File: src/rtl/pll_pkg.sv
// Shared definitions for the fractional-N feedback divider.
package pll_pkg;

    typedef enum logic {
        IDLE = 1'b0,
        RUN  = 1'b1
    } state_t;

    localparam int DEFAULT_N = 10;
    localparam int N_MIN     = 2;

endpackage

File: src/rtl/frac_acc.sv
// First-order fractional accumulator; carry picks the N+1 period when the
// fractional phase wraps past one.
module frac_acc
    import pll_pkg::*;
#(
    parameter int F_W = 8
) (
    input  logic           clk_in,
    input  logic           rst,
    input  logic           step,
    input  logic           clr,
    input  logic [F_W-1:0] f,
    output logic           carry,
    output logic [F_W-1:0] acc
);

    logic [F_W-1:0] acc_q;
    logic [F_W-1:0] acc_d;
    logic [F_W-1:0] base;
    logic [F_W:0]   sum;

    // A clear at the same edge as a step makes the step start from zero phase.
    always_comb begin
        base  = clr ? '0 : acc_q;
        sum   = {1'b0, base} + {1'b0, f};
        carry = sum[F_W];
        acc_d = step ? sum[F_W-1:0] : base;
    end

    always_ff @(posedge clk_in) begin
        if (rst) begin
            acc_q <= '0;
        end else begin
            acc_q <= acc_d;
        end
    end

    assign acc = acc_q;

endmodule

File: src/rtl/frac_div_ctrl.sv
// Fractional-N divide-ratio controller: dithers each feedback period between
// N and N+1 and swaps in new ratios only at period boundaries.
module frac_div_ctrl
    import pll_pkg::*;
#(
    parameter int N_W       = 8,
    parameter int F_W       = 8,
    parameter int DEFAULT_N = pll_pkg::DEFAULT_N
) (
    input  logic           clk_in,
    input  logic           rst,
    input  logic           enable,
    input  logic           cfg_valid,
    output logic           cfg_ready,
    input  logic [N_W-1:0] cfg_n,
    input  logic [F_W-1:0] cfg_f,
    output logic           cfg_err,
    output logic           clk_out,
    output logic           div_pulse,
    output logic [N_W:0]   cur_p,
    output state_t         dbg_state,
    output logic [F_W-1:0] dbg_acc
);

    state_t         state_q, state_d;
    logic [N_W-1:0] n_a_q, n_a_d, n_s_q, n_s_d;
    logic [F_W-1:0] f_a_q, f_a_d, f_s_q, f_s_d;
    logic           pend_q, pend_d;
    logic [N_W:0]   cnt_q, cnt_d;
    logic [N_W:0]   p_q, p_d;
    logic           clk_out_q, clk_out_d;
    logic           div_pulse_q, div_pulse_d;
    logic           cfg_err_q, cfg_err_d;

    logic           hs, cfg_ok, boundary, apply, start, carry;
    logic [N_W+1:0] half;
    logic [F_W-1:0] acc;

    // Handshake: a word transfers on any edge where cfg_valid && cfg_ready;
    // cfg_ready is simply "shadow empty", so it never depends on cfg_valid.
    always_comb begin
        hs        = cfg_valid && !pend_q;
        cfg_ok    = cfg_n >= N_W'(N_MIN);
        boundary  = (state_q == RUN) && (cnt_q == p_q - (N_W+1)'(1));
        apply     = pend_q && ((state_q == IDLE) || boundary);
        start     = enable && ((state_q == IDLE) || boundary);
        n_a_d     = apply ? n_s_q : n_a_q;
        f_a_d     = apply ? f_s_q : f_a_q;
        n_s_d     = n_s_q;
        f_s_d     = f_s_q;
        pend_d    = apply ? 1'b0 : pend_q;
        cfg_err_d = hs && !cfg_ok;
        if (hs && cfg_ok) begin
            n_s_d  = cfg_n;
            f_s_d  = cfg_f;
            pend_d = 1'b1;
        end
    end

    frac_acc #(
        .F_W (F_W)
    ) u_acc (
        .clk_in (clk_in),
        .rst    (rst),
        .step   (start),
        .clr    (apply),
        .f      (f_a_d),
        .carry  (carry),
        .acc    (acc)
    );

    // Outputs are registered from next-state values so clk_out is glitch-free.
    always_comb begin
        state_d = state_q;
        cnt_d   = '0;
        p_d     = '0;
        if (start) begin
            state_d = RUN;
            p_d     = {1'b0, n_a_d} + (N_W+1)'(carry);
        end else if (boundary) begin
            state_d = IDLE;
        end else if (state_q == RUN) begin
            cnt_d = cnt_q + (N_W+1)'(1);
            p_d   = p_q;
        end
        half        = ({1'b0, p_d} + (N_W+2)'(1)) >> 1;
        clk_out_d   = (state_d == RUN) && ({1'b0, cnt_d} < half);
        div_pulse_d = (state_d == RUN) && (cnt_d == p_d - (N_W+1)'(1));
    end

    always_ff @(posedge clk_in) begin
        if (rst) begin
            state_q     <= IDLE;
            n_a_q       <= N_W'(DEFAULT_N);
            f_a_q       <= '0;
            n_s_q       <= '0;
            f_s_q       <= '0;
            pend_q      <= 1'b0;
            cnt_q       <= '0;
            p_q         <= '0;
            clk_out_q   <= 1'b0;
            div_pulse_q <= 1'b0;
            cfg_err_q   <= 1'b0;
        end else begin
            state_q     <= state_d;
            n_a_q       <= n_a_d;
            f_a_q       <= f_a_d;
            n_s_q       <= n_s_d;
            f_s_q       <= f_s_d;
            pend_q      <= pend_d;
            cnt_q       <= cnt_d;
            p_q         <= p_d;
            clk_out_q   <= clk_out_d;
            div_pulse_q <= div_pulse_d;
            cfg_err_q   <= cfg_err_d;
        end
    end

    assign cfg_ready = !pend_q;
    assign cfg_err   = cfg_err_q;
    assign clk_out   = clk_out_q;
    assign div_pulse = div_pulse_q;
    assign cur_p     = p_q;
    assign dbg_state = state_q;
    assign dbg_acc   = acc;

endmodule

File: config.mk
export PLATFORM = sky130hd
export DESIGN_NAME = frac_div_ctrl
export DESIGN_NICKNAME = d
export VERILOG_FILES = /design/src/rtl/pll_pkg.sv /design/src/rtl/frac_acc.sv /design/src/rtl/frac_div_ctrl.sv
export SDC_FILE = /design/constraint.sdc
export NUM_CORES = 1
export LEC_CHECK = 0
export CORE_MARGIN = 3
export CORE_UTILIZATION = 40
export CTS_BUF_LIST = sky130_fd_sc_hd__clkbuf_8
export DETAILED_ROUTE_END_ITERATION = 16
export GPL_TIMING_DRIVEN = 0
export MAX_ROUTING_LAYER = met4
export PLACE_DENSITY_LB_ADDON = 0.12
export SYNTH_ARGS = -nofsm -noshare
export SYNTH_HDL_FRONTEND = slang
export SYNTH_SLANG_ARGS = --single-unit
File: constraint.sdc
create_clock -name clk_in -period 19.56 [get_ports clk_in]
set_clock_uncertainty 0.2 [all_clocks]
set_input_delay 3.912 -clock clk_in [delete_from_list [all_inputs] [get_ports clk_in]]
set_output_delay 3.912 -clock clk_in [all_outputs]
set_load 0.05 [all_outputs]
Word level (Yosys, flattened, before mapping)
Index checks and enable logic that the tools add are counted.

$add $sub $neg: 6. Multipliers: 0. Divide/modulo/power cells: 0. Magnitude comparators: 2. Equal/unequal tests: 2. Shift operators: 0. Muxes and demuxes: 14. Bitwise gates (word level): 1. Reduce and logical (&&, ||, !) cells: 12.

Operators by type and width (number): 2-to-1 mux 9 bit (6); 2-to-1 mux 8 bit (4); == test 9 bit (2); subtractor 9 x 1 -> 9 bit (second input constant) (2); adder 9 x 1 -> 10 bit (second input constant) (1); adder 8 x 1 -> 9 bit (1); adder 8 x 8 -> 9 bit (1); adder 9 x 1 -> 9 bit (second input constant) (1); < comparator 9 bit (1); >= comparator 8 x 2 -> 1 bit (second input constant) (1); logical AND 1 bit (8); 2-to-1 mux 1 bit (4); logical NOT 1 bit (2); nonzero test 2 bit (1); logical OR 1 bit (1); NOT 1 bit (1).

Register bits after elaboration: 63. Latch bits: 0. Memory bits (writable): 0. Memory bits (read-only): 0. Input port bits: 20. Output and inout port bits: 22. Memories: 0.

Logic depth before layout (Yosys ltp)
Gate-level depths: netlist of the first run.

Word-level depth: 12. Gate-level depth with buffers: 35. Mapped depth without buffers: 34.

Modules after synthesis
From an unflattened synthesis of the first run, not the netlist that was laid out.

Cells, all modules: 501. Area total of the unflattened synthesis: 4251.6 um^2.

By module, submodules not included: frac_div_ctrl (instances 1, cells an instance 427, area an instance 3580.9 um^2, sequential area each 1101.1 um^2); frac_acc (instances 1, cells an instance 74, area an instance 670.6 um^2, sequential area each 160.2 um^2).

Worst setup path before layout of the first run
OpenSTA, ideal clock, no wires.

Path kind: reg-to-reg. Start point: register p_q[3] (netlist: cur_p[3]). End point: register clk_out_q (netlist: clk_out). Arrival time: 7351 ps. Required time: 19245 ps. Slack: 11894 ps. Cell stages (with the launch flop): 35. Path buffers: 2. Path through: dfxtp_1 -> buf_6 -> or4_4 -> or4_1 -> and3_4 -> o41ai_4 -> nand2_1 -> clkbuf_1 -> and2_1 -> ha_1 -> fa_1 -> a21oi_1 -> o21bai_1 -> a21o_1 -> a21oi_1 -> nor2b_1 -> o21ai_0 -> nand2b_1 -> ha_1 -> ha_1 -> nand2_1 -> mux2i_1 -> inv_2 -> nor3_1 -> xnor2_1 -> a21oi_1 -> ha_1 -> a21o_1 -> a21o_1 -> a21o_1 -> a21o_1 -> a21o_1 -> a21oi_1 -> nor2b_1 -> a2111oi_0.

Cells in the longest elaborated chain, start to end: 12. Elaborated cells between the ends (all ways): 21. Those cells by class: add/sub: 4; order compare: 1; eq/ne: 1; mux: 10; reduce/logical: 5.

RTL lines: start, declared (line frac_div_ctrl.sv:30) `logic [N_W:0] p_q, p_d;`; start signal, assigned (line frac_div_ctrl.sv:112) `p_q <= p_d;`; subtractor 9 x 1 -> 9 bit (*) (line frac_div_ctrl.sv:44) `boundary = (state_q == RUN) && (cnt_q == p_q - (N_W+1)'(1));`; == test 9 bit (*) (line frac_div_ctrl.sv:44); logical AND 1 bit (*) (line frac_div_ctrl.sv:44); logical OR 1 bit (line frac_div_ctrl.sv:45, frac_div_ctrl.sv:46); logical AND 1 bit (line frac_div_ctrl.sv:45) `apply = pend_q && ((state_q == IDLE) || boundary);`; 2-to-1 mux 8 bit (on tied branches) (line frac_acc.sv:24, frac_div_ctrl.sv:48); adder 8 x 8 -> 9 bit (line frac_acc.sv:25) `sum = {1'b0, base} + {1'b0, f};`; adder 8 x 1 -> 9 bit (line frac_div_ctrl.sv:79) `p_d = {1'b0, n_a_d} + (N_W+1)'(carry);`; 2-to-1 mux 9 bit (*) (line frac_div_ctrl.sv:77) `if (start) begin`; via p_d[1] (line frac_div_ctrl.sv:30); adder 9 x 1 -> 10 bit (*) (line frac_div_ctrl.sv:86) `half = ({1'b0, p_d} + (N_W+2)'(1)) >> 1;`; < comparator 9 bit (*) (line frac_div_ctrl.sv:87) `clk_out_d = (state_d == RUN) && ({1'b0, cnt_d} < half);`; logical AND 1 bit (*) (line frac_div_ctrl.sv:87); end signal, assigned (line frac_div_ctrl.sv:113) `clk_out_q <= clk_out_d;`; end, declared (line frac_div_ctrl.sv:31) `logic clk_out_q, clk_out_d;`.

The timed path passes the listed nets; every way through them passes the cells marked *. A chain may end at the register's enable or synchronous reset.

Final worst setup path of the first run
Start point: register p_q[5] (netlist: cur_p[5]). End point: register clk_out_q (netlist: clk_out).

The elaborated chain is that of the path after synthesis.

==> results by group, run 1 <==
Die
  – Site Rows: 36
  – Core Area: 9910 sq um
  – Die area: 11,590 sq um
  – Starting Density: 0.4170
  – IO Pins: 42
  – Die Y: 107.6 um
  – Die X: 107.6 um

Routing
  – DRT iter0 DRCs: 272
  – Via count: about 3,900
  – Pre-antenna DRT Iters: 4
  – Wire length per cell: 16.18 um
  – # DRC: 0
  – Vias per std cell: approximately 5.4
  – Final ANT Viol Nets: 0
  – Final WL: 11.54 mm

Global routing
  – Antenna violations before repair: 0
  – Global-route wire length before repair: 19.14 mm
  – Pin count of the biggest net entering global routing: 13
  – GRT overflow: 0
  – Global Route Usage Sum: 0.2162
  – Vias in the first global route: 3,833

Clock network
  – Hold_buf cts: 0
  – Root Buffer: clkbuf_8
  – Clk buf depth: 2
  – Worst-path clk slew: about 0.08 ns
  – Post-CTS sizing: 0
  – H-Tree Depth: 3
  – CTS sink cnt: between 60 and 70
  – Post-CTS Setup Repair Bufs: 0
  – Worst-Skew Late Latency: 0.35 ns
  – TritonCTS clock tree: yes
  – CTS Buf Count: 9

Power and ir drop
  – Internal power: 0.2159 mW
  – PD cells: 64.36 nW/um^2
  – NetSw: 0.09916 mW
  – Logic pwr share: 0.196
  – Switching Share: 0.3147
  – Final Power: 0.3151 mW
  – Max VDD drop: 0.00003550 V
  – Reg power frac: 0.433
  – Clock network power share: 0.371
  – Leakage power: about 1.9 nW

Timing
  – Fmax: 114.9 MHz
  – Minimum clock period: roughly 8.7 ns
  – Pins over their slew limit: 0
  – Final Worst Setup Slack: between 10 and 15 ns
  – Relative slew slack: 0.4622
  – Fin. Hold Viols: 0
  – Final period util: 0.4448
  – Setup TNS: 0 ns
  – RSZ-0062 raised after global routing: no
  – Final Setup Violations: 0
  – Tightest Pin Transition: 0.7994 ns

Hold path
  – WHS Path Cells: 2
  – Hold/Removal Path Class: reg2reg

Placed design
  – Area post-placement: around 4700 sq um
  – Post-detail-place hpwl: 8.745 mm
  – Dpl ws: ~11 ns
  – Routability cong.: approximately 0.94
  – Port Buf Inserts: 40

Logic synthesis
  – Syn nets: 567
  – Mapped Avg Cell Area: 7.887 sq um
  – Mapped Area: 4133 sq um
  – Main flop type after synthesis: dfxtp_1
  – Yosys reg bits: 63
  – Fraction of registers with async set/reset: 0
  – Yosys warns: 0
  – Sequential area share after synthesis: 0.3052
  – Cells after Synth: 524
  – Post-synth EDFFs: 0
  – Post-synth cell types: 60

Setup path
  – R2r startpoint: cur_p[5]
  – Max incr delay on CP: 0.60 ns
  – Critical Path Start: cur_p[5]
  – Crit path arrival time: between 8 and 9 ns
  – Crit start category: register
  – Crit Path Category: reg2reg
  – Critical path endpoint: clk_out
  – Worst-path maximum fanout: 10
  – CP max stage cell: o41ai_4
  – Req. time, crit path: 19.55 ns
  – R2R cell count: 34
  – Worst reg2reg path endpoint: clk_out
  – CP Capture Type: register
  – CP dominant cell by count: a21o_1
  – R2r setup slk: ~11 ns

Outcome
  – Status: finished clean

Job
  – Max Cap Viol: 0

Finish
  – Layout area overhead: 18.47%
  – Post-route cell area: 4896 sq um
  – # fillers: 1,015
  – Fin nets: roughly 600
  – Fin util: 0.4941
  – N_diodes: 0
  – Layout cells sized above 1: 0.07069
power groups by stage:
stage / registers [mW] / clock network [mW] / logic [mW]
after floorplan: 0.143 / 0 / 0.0386
after global placement: 0.139 / 0 / 0.0611
after detailed placement: 0.139 / 0 / 0.0617
after CTS: 0.136 / 0.120 / 0.0619
after global routing: 0.137 / 0.127 / 0.0683
final: 0.136 / 0.117 / 0.0618
worst min path at each step:
| stage | startpoint | end |
|---|---|---|
| after floorplan | f_s_q[0] | f_s_q[0] |
| after CTS | f_s_q[6] | f_s_q[6] |
| after global routing | n_s_q[0] | n_s_q[0] |
| after detailed placement | f_s_q[6] | f_s_q[6] |
| final | n_s_q[0] | n_s_q[0] |
| after global placement | f_s_q[1] | f_s_q[1] |
cells in the mapped netlist (12+ instances only):
| cell | n | share of area |
|---|---|---|
| ha_1 | 22 | 0.067 |
| o21ai_0 | 14 | 0.017 |
| nand2_1 | 73 | 0.066 |
| nor2b_1 | 15 | 0.023 |
| xnor2_1 | 25 | 0.053 |
| xor2_1 | 17 | 0.036 |
| clkbuf_1 | 20 | 0.018 |
| dfxtp_1 | 63 | 0.31 |
| a21oi_1 | 46 | 0.056 |
| nor2_1 | 41 | 0.037 |
| nor3_1 | 23 | 0.028 |
| mux2_2 | 12 | 0.033 |
| nand3_1 | 21 | 0.025 |
flip-flops by register name, indices dropped and copies added (netlist names):
signal,cells
u_acc.acc,8
cur_p,9
pend_q,1
cfg_err,1
f_s_q,8
n_s_q,8
dbg_state,1
clk_out,1
n_a_q,8
f_a_q,8
div_pulse,1
cnt_q,9
stage by stage:
stage	instances	hold WS (ns)
after floorplan	524	0.2338
after global placement	697	0.2407
after detailed placement	697	0.2522
after CTS	713	0.2621
after global routing	713	0.2797
final	713	0.2594
placed cells by master (no fill, tap or decap), drive strengths merged, types with 3 or more instances in the layout:
master | synthesis | layout
nand3b | 4 | 4
a211oi | 4 | 4
nor4 | 3 | 3
nand2 | 73 | 73
ha | 22 | 22
nand2b | 4 | 4
a2111oi | 3 | 3
mux2i | 10 | 10
nor3 | 23 | 23
nand4 | 8 | 8
or4 | 3 | 3
inv | 12 | 13
o211ai | 4 | 4
clkbuf | 20 | 29
a31oi | 3 | 3
dfxtp | 63 | 63
clkinv | 1 | 4
xnor2 | 25 | 25
clkdlybuf4s50 | 0 | 40
o21ai | 14 | 14
a21o | 8 | 8
nor2 | 41 | 41
a21oi | 46 | 46
nor2b | 15 | 15
mux2 | 12 | 12
xor2 | 17 | 17
and3 | 5 | 5
or3 | 7 | 7
and2 | 11 | 11
buf | 10 | 10
o31ai | 3 | 3
nand3 | 21 | 21
per-layer routing:
layer / part of all wire / vias to the layer above / wire [um] / GRT usage
li1: - / 1944 / - / -
met1: 0.43 / 1810 / 5006 / 0.2589
met2: 0.50 / 85 / 5774 / 0.3668
met3: 0.046 / 16 / 536 / 0.04019
met4: 0.019 / 0 / 221 / 0.07124
met5: 0 / - / 0 / -
critical path: cells and delay by family (launching register included):
family                   cells  cell delay, ns
flip-flops                   1            0.31
AND/OR/NAND/NOR             10            2.28
multiplexers                 1            0.40
buffers and inverters        3            0.69
adder cells (fa/ha/maj)      5            1.45
AO/OA/AOI/OAI               14            3.02
XOR/XNOR                     1            0.16
logic make-up after synthesis:
logic type / after synthesis / synth area share
XOR/XNOR: 42 / 0.08901
flip-flops: 63 / 0.3052
multiplexers: 22 / 0.05692
buffers and inverters: 43 / 0.04450
AO/OA/AOI/OAI: 107 / 0.1695
AND/OR/NAND/NOR: 224 / 0.2634
adder cells (fa/ha/maj): 23 / 0.07145
area by class of cell:
cell class	instances	area (sq um)	area share
multi-input cells	418	2688	0.5489
flip-flops and latches	63	1261	0.2576
repair buffers	40	400.4	0.08178
well taps	133	166.4	0.03399
plain buffers	30	135.1	0.02760
clock buffers	9	123.9	0.02530
clock inverters	7	72.57	0.01482
inverters	13	48.80	0.009967
Note: power is estimated with default switching activity, not from simulation.
==> run 2: changes to the inputs <==
Clock period 19.56 ns to 8.7 ns, I/O delays scaled along.
==> run 2 against run 1 <==
  * Power increased by 130%
  * Register-to-register slack got worse by 10 ns
  * Setup slack got worse by 10 ns
  * Combinational power increased by 130%
  * Global-route usage unchanged
  * Worst hold slack got worse by 0.0022 ns
  * Non-clock buffer count increased by 3
  * Fmax increased by 6.7%
  * Die area unchanged
  * Largest cell class unchanged
  * Highest routed layer unchanged
==> results by group, run 2 (synthesis gave the netlist of run 1 again) <==
Hold path
  – Hold/Removal Path Class: reg2reg
  – Hold path start: f_s_q[6]
  – Hold EP: f_s_q[6]
  – WHS Path Cells: 2

Setup path
  – CP max stage cell: or4_1
  – Worst reg2reg path endpoint: clk_out
  – Crit path arrival time: 8.15 ns
  – R2R cell count: 34
  – Worst-path maximum fanout: 10
  – Max incr delay on CP: slightly above 0.5 ns
  – Crit Path Category: reg2reg
  – CP Capture Type: register
  – Req. time, crit path: about 8.7 ns
  – R2r setup slk: 0.54 ns
  – Crit start category: register
  – R2r startpoint: cur_p[5]
  – CP dominant cell by count: a21o_1

Timing
  – Final Worst Setup Slack: 0.5440 ns
  – Final period util: 0.9375
  – Minimum clock period: about 8.2 ns
  – Final Setup Violations: 0
  – Setup TNS: 0 ns
  – Pins over their slew limit: 0
  – Tightest Pin Transition: 0.7515 ns
  – Relative slew slack: 0.4937
  – Fin. Hold Viols: 0
  – RSZ-0062 raised after global routing: no
  – Fmax: 122.6 MHz

Die
  – Die Y: 107.6 um
  – IO Pins: 42
  – Core Area: around 10000 sq um
  – Starting Density: 0.4170
  – Die X: 107.6 um
  – Die area: 11,590 sq um
  – Site Rows: 36

Power and ir drop
  – Final Power: 0.7114 mW
  – Max VDD drop: 0.00007991 V
  – Leakage power: 1.931 nW
  – PD cells: around 140 nW/um^2

Placed design
  – Post-detail-place hpwl: 8.745 mm
  – Area post-placement: approximately 4700 sq um
  – Routability cong.: 0.9393
  – Port Buf Inserts: 40
  – Dpl ws: 0.01620 ns

Finish
  – Commonest non-fill, non-tap cell in the layout: nand2_1
  – Fin nets: 621
  – N_diodes: 0
  – Layout area overhead: 19.38%
  – # fillers: 1,009
  – Most frequent cells in the layout: nand2_1, dfxtp_1, a21oi_1, nor2_1, clkdlybuf4s50_1
  – Post-route cell area: between 4000 and 5000 sq um
  – Layout cells sized above 1: 0.08233

Clock network
  – CTS Buf Count: 9
  – Worst-Skew Late Latency: 0.35 ns
  – TritonCTS clock tree: yes
  – Worst-path clk slew: 0.08 ns
  – Clk buf depth: 2
  – Root Buffer: clkbuf_8
  – CTS sink cnt: 63
  – H-Tree Depth: 3

Global routing
  – Pin count of the biggest net entering global routing: 13
  – Global Route Usage Sum: 0.2162
  – Global-route wire length before repair: 19.14 mm
  – Vias in the first global route: 3,833
  – Antenna violations before repair: 0
  – GRT overflow: 0

Routing
  – Pre-antenna DRT Iters: 6
  – Final WL: 11.62 mm
  – # DRC: 0
  – Via count: between 3,000 and 4,000
  – Final ANT Viol Nets: 0
  – DRT iter0 DRCs: 221
  – Wire length per cell: around 16 um
  – Vias per std cell: around 5.4

Job
  – Max Cap Viol: 0

Outcome
  – Status: finished clean
## run 2: worst max-delay path, delay by kind of cell, from the launching register on
family,cells,cell delay [ns]
xor gates and xnor gates,1,0.16
DFF,1,0.31
AOI/OAI and AO/OA,14,2.79
buffers and inverters,3,0.64
adders and majority gates,5,1.44
muxes,1,0.31
and+or+nand+nor,10,2.12
## run 2: report_power, final
group	internal (mW)	total, mW	switching (mW)
Sequential	0.298	0.307	0.00838
Combinational	0.0563	0.142	0.0856
Clock	0.133	0.263	0.130
Total	0.487	0.711	0.224
## run 2: metrics by stage
stage	std cells	hold WS, ns	util
3_3_place_gp	697	0.2407	0.4742
5_1_grt	716	0.2797	0.4979
4_1_cts	713	0.2621	0.4942
2_1_floorplan	524	0.2338	-
3_5_place_dp	697	0.2522	0.4742
6_report	716	0.2572	0.4979
## run 2: routing by layer
metal | vias to the layer above | share of wire | GRT usage
li1 | 1955 | - | -
met1 | 1820 | 0.43 | 0.2589
met2 | 99 | 0.49 | 0.3668
met3 | 19 | 0.051 | 0.04019
met4 | 0 | 0.021 | 0.07124
met5 | - | 0 | -
## run 2: cell type report
cell class / count / area [sq um] / area share
Buffer: 30 / 136.4 / 0.02764
Clock buffer: 9 / 123.9 / 0.02511
Clock inverter: 7 / 72.57 / 0.01471
Inverter: 13 / 48.80 / 0.009891
Multi-Input combinational cell: 418 / 2701 / 0.5476
Sequential cell: 63 / 1261 / 0.2556
Tap cell: 133 / 166.4 / 0.03373
Timing Repair Buffer: 43 / 422.9 / 0.08572
## run 2: repair_timing
| action | in CTS | in global routing |
|---|---|---|
| hold buffers | 0 | 0 |
| endpoints found under the setup margin | 1 | 1 |
| setup buffers | 0 | 3 |
| cloned | 0 | 0 |
| resized for setup | 1 | 5 |
| pin swaps | 0 | 1 |
## run 2: how the worst max path moves through the flow
stage                   from      end  slack [ns]
floorplan           cur_p[3]  clk_out        1.03
global placement    cur_p[5]  clk_out        0.07
detailed placement  cur_p[5]  clk_out        0.02
CTS                 cur_p[5]  clk_out        0.02
global route        cur_p[5]  clk_out        0.06
finish              cur_p[5]  clk_out        0.54
==> run 3: changes to the inputs <==
Settings changed: CTS_CLUSTER_SIZE set to 8.
==> results of run 3 <==
The final DEF is identical to that of run 2; final timing and power are the same.
==> variant 1: new RTL, settings of run 2 <==
The parameter `N_W` goes from 8 to 7.
--- a/src/rtl/frac_div_ctrl.sv
+++ b/src/rtl/frac_div_ctrl.sv
@@ -3,7 +3,7 @@
 module frac_div_ctrl
     import pll_pkg::*;
 #(
-    parameter int N_W       = 8,
+    parameter int N_W       = 7,
     parameter int F_W       = 8,
     parameter int DEFAULT_N = pll_pkg::DEFAULT_N
 ) (
Ports: changed (resized cfg_n and cur_p); port bits go from 42 to 40. The function was not compared with the original's and may differ.
==> variant 1 against run 2 <==
- total power fell by 11%
- cell area down 11%
- synthesized area down 11%
- sequential cell count shrank 4
- synthesized cell count is 16% lower
- routed wire length decreased by 18%
- final cell count shrank 16%
- setup slack gained 0.66 ns
- critical path type unchanged
- largest power group unchanged
- highest routed layer unchanged
==> variant 1: results <==
run_status:
  status: "finished, final reports clean"
min_path:
  hp-class: "flop to flop"
route:
  drt-pass1-iter-count: 4
  ant_nets: 0
  viasPerCell: 5.36
  avgRoutedWirePerCell_um: 15.7
  via_count: 3245
  drt_iter0_drc: 95
placed_design:
  portBuffers: 39
  gp_congestion: 0.908
  dp_cells: 589
  dpl.hpwl_um: 7320
power_and_ir_drop:
  vdd_drop_max_mv: 0.0659
  p_leak_uw: 0.00173
global_route:
  track_usage: 0.202
  grt_max_degree: 11
  grt_pass1_wl_um: 16000
  first_global_vias: 3129
cts:
  ctsResizeCount: 0
  clock_latency_ns: 0.33
  cts_root_buf: "clkbuf_8"
worst_setup_path:
  slowest_stage: "fa_1"
  max_stage_delay_ns: 0.40
  cp.arrival_ns: 7.57
logic_synthesis:
  synthTopCellsByCount: "59 x dfxtp_1, 54 x nand2_1, 39 x a21oi_1, 39 x nor2_1, 28 x xnor2_1"
  ys_types: 66
  syn-num-nets: 483
  synth.area.top_cells: "dfxtp_1 32%, ha_1 7.1%, xnor2_1 6.7%"
  synth_edf_count: 0
  yosys_warnings: 0
  netlist_instances: 442
  ys_seq_area_frac: 0.321
sta:
  setup-violations-final: 0
  slew_headroom: 0.585
cells_and_area:
  layout-drive-gt1-share: 0.105
  fillers: 885
  nets: 533
variant 1: changes by cell type after synthesis, sizes merged, moves of 5 or more:
cell,before,now
a21oi,46,41
clkbuf,20,15
nand2,73,55
nand3,21,16
nor3,23,13
o21ai,14,8
variant 1: worst max-delay path, delay by kind of cell, from the launching register on:
kind	cells	cell delay (ns)
AO/OA/AOI/OAI	14	2.59
AND/OR/NAND/NOR	10	2.08
adder cells (fa/ha/maj)	6	1.66
flip-flops	1	0.38
buffers and inverters	2	0.36
XOR/XNOR	1	0.18
variant 1: layer usage:
metal / up-vias / share of wire / global-route usage
met1: 1505 / 0.48 / 0.268
met2: 89 / 0.44 / 0.305
met4: 0 / 0.022 / 0.0747
met5: - / 0 / -
li1: 1633 / - / -
met3: 18 / 0.051 / 0.0382
variant 1: kinds of logic after synthesis:
kind of cell,synth area share
AOI/OAI and AO/OA,0.166
xor gates and xnor gates,0.0999
adders and majority gates,0.0768
buffers and inverters,0.0445
DFF,0.321
muxes,0.0543
and+or+nand+nor,0.238
variant 1: where the power goes:
group          total [uW]  internal [uW]  switching (uW)
clock                 220            108             111
sequential            289            280            8.70
combinational         124           50.5            73.9
variant 1: worst paths after layout:
kind | start | endpoint | slack (ns) | depth (start not counted)
min | f_s_q[3] | f_s_q[3] | 0.25 | 2
max | cur_p[0] | clk_out | 1.20 | 33
min reg2reg | f_s_q[3] | f_s_q[3] | 0.25 | 2
max reg2reg | cur_p[0] | clk_out | 1.20 | 33
variant 1: through the flow:
stage / setup WS [ns] / instance area, um^2
2_1_floorplan: 1.92 / 3680
3_3_place_gp: 1.33 / 4210
3_5_place_dp: 1.26 / 4210
4_1_cts: 1.22 / 4380
5_1_grt: 0.584 / 4380
6_report: 1.20 / 4380
variant 1: area by class of cell:
| class | instances | share of cell area |
|---|---|---|
| multi-input combinational | 344 | 0.534 |
| sequential | 59 | 0.270 |
| timing repair buffer | 39 | 0.0891 |
| clock buffer | 10 | 0.0314 |
| tap | 108 | 0.0308 |
| buffer | 23 | 0.0237 |
| inverter | 16 | 0.0137 |
| clock inverter | 6 | 0.00771 |
==> variant 2: new RTL, config.mk and constraints of run 2 <==
Without the edit above. Register the output `dbg_acc`; this adds one clock of latency there. The other outputs are not delayed to match.
--- a/src/rtl/frac_div_ctrl.sv
+++ b/src/rtl/frac_div_ctrl.sv
@@ -122,7 +122,9 @@
     assign div_pulse = div_pulse_q;
     assign cur_p     = p_q;
     assign dbg_state = state_q;
-    assign dbg_acc   = acc;
+    always_ff @(posedge clk_in) begin
+        dbg_acc <= acc;
+    end
 
 endmodule
 
Check against the original RTL: not equivalent (a bounded check fails within 4 cycles, from zero or initial values and one cycle with rst high).
==> variant 2 against run 2 <==
- cell area grew 1.6%
- maximum frequency grew 3.5%
- largest cell class unchanged
- routed wire length shrank 3.4%
- total power grew 7.3%
- sequential cell count grew 8
- setup slack gained 0.27 ns
- synthesized area grew 2.0%
- highest routed layer unchanged
- critical path type unchanged
==> variant 2: results <==
worst_setup_path:
  cp.arrival_ns: 7.96
  slowest_stage: "dfxtp_1"
  max_stage_delay_ns: 0.53
  crit_family: "compound AO/OA/AOI/OAI gates"
logic_synthesis:
  ys_seq_area_frac: 0.337
  synthFlopType: "dfxtp_1"
  yosys_warnings: 0
  synthTopCellsByCount: "75 x nand2_1, 71 x dfxtp_1, 54 x nor2_1, 48 x a21oi_1, 30 x xnor2_1"
  syn-num-nets: 563
  ys_types: 55
  synth.area.top_cells: "dfxtp_1 34%, nand2_1 6.7%, ha_1 6.5%"
run_status:
  status: "finished, final reports clean"
route:
  drt-pass1-iter-count: 5
  viasPerCell: 5.38
  drt_iter0_drc: 173
  avgRoutedWirePerCell_um: 15.9
sta:
  slew_headroom: 0.348
placed_design:
  placed_area_um2: 4780
  portBuffers: 40
  dpl.hpwl_um: 8640
  gp_congestion: 0.875
cts:
  cts.htree.levels: 3
  cts_setup_buffers: 0
  ctsResizeCount: 0
  clock_latency_ns: 0.36
  clkTransAtPathRegs_ns: 0.08
power_and_ir_drop:
  p_leak_uw: 0.00199
  vdd_drop_max_mv: 0.0884
  power_density_nw_per_um2: 152
cells_and_area:
  layout-drive-gt1-share: 0.0678
  fillers: 987
  nets: 613
min_path:
  hp-class: "flop to flop"
global_route:
  grt_pass1_wl_um: 18800
  first_global_vias: 3672
  grt_max_degree: 15
  track_usage: 0.210
==> variant 2: cell type report <==
type	count	area, um^2	area share
buffer	25	106	0.0212
clock buffer	9	124	0.0247
clock inverter	7	78.8	0.0157
inverter	14	52.6	0.0105
multi-input combinational	409	2660	0.531
sequential	71	1420	0.284
tap	133	166	0.0332
timing repair buffer	40	400	0.0799
==> variant 2: power by group <==
group          switching, uW  leakage, uW  internal [uW]
Combinational           84.6      0.00130           55.0
Clock                    142     0.000105            136
Sequential              9.64     0.000577            336
==> variant 2: path summary, 6_finish.rpt <==
check | startpoint | end | slack [ns] | depth (start not counted)
max reg2reg | cur_p[0] | clk_out | 0.82 | 39
max | cur_p[0] | clk_out | 0.82 | 39
min reg2reg | u_acc.acc[1] | dbg_acc[1] | 0.16 | 0
min | u_acc.acc[1] | dbg_acc[1] | 0.16 | 0
==> variant 2: cell families after synthesis <==
| family | synth area share |
|---|---|
| AO/OA/AOI/OAI | 0.167 |
| adder cells (fa/ha/maj) | 0.0700 |
| buffers and inverters | 0.0377 |
| multiplexers | 0.0475 |
| AND/OR/NAND/NOR | 0.239 |
| flip-flops | 0.337 |
| XOR/XNOR | 0.102 |
==> variant 2: stage by stage <==
stage,instances,hold WS (ns),worst slack (ns),util,total power (uW)
detailed placement,693,0.139,0.116,0.478,491
CTS,709,0.160,0.0669,0.498,770
floorplan,520,0.123,1.40,-,449
finish,708,0.159,0.818,0.501,763
global placement,693,0.138,0.216,0.478,489
global route,708,0.168,0.101,0.501,801
==> variant 2: layer usage <==
| metal | track usage | up-vias | share of wire |
|---|---|---|---|
| li1 | - | 1921 | - |
| met1 | 0.288 | 1776 | 0.48 |
| met2 | 0.319 | 99 | 0.45 |
| met3 | 0.0414 | 10 | 0.051 |
| met4 | 0.0541 | 0 | 0.010 |
| met5 | - | - | 0 |
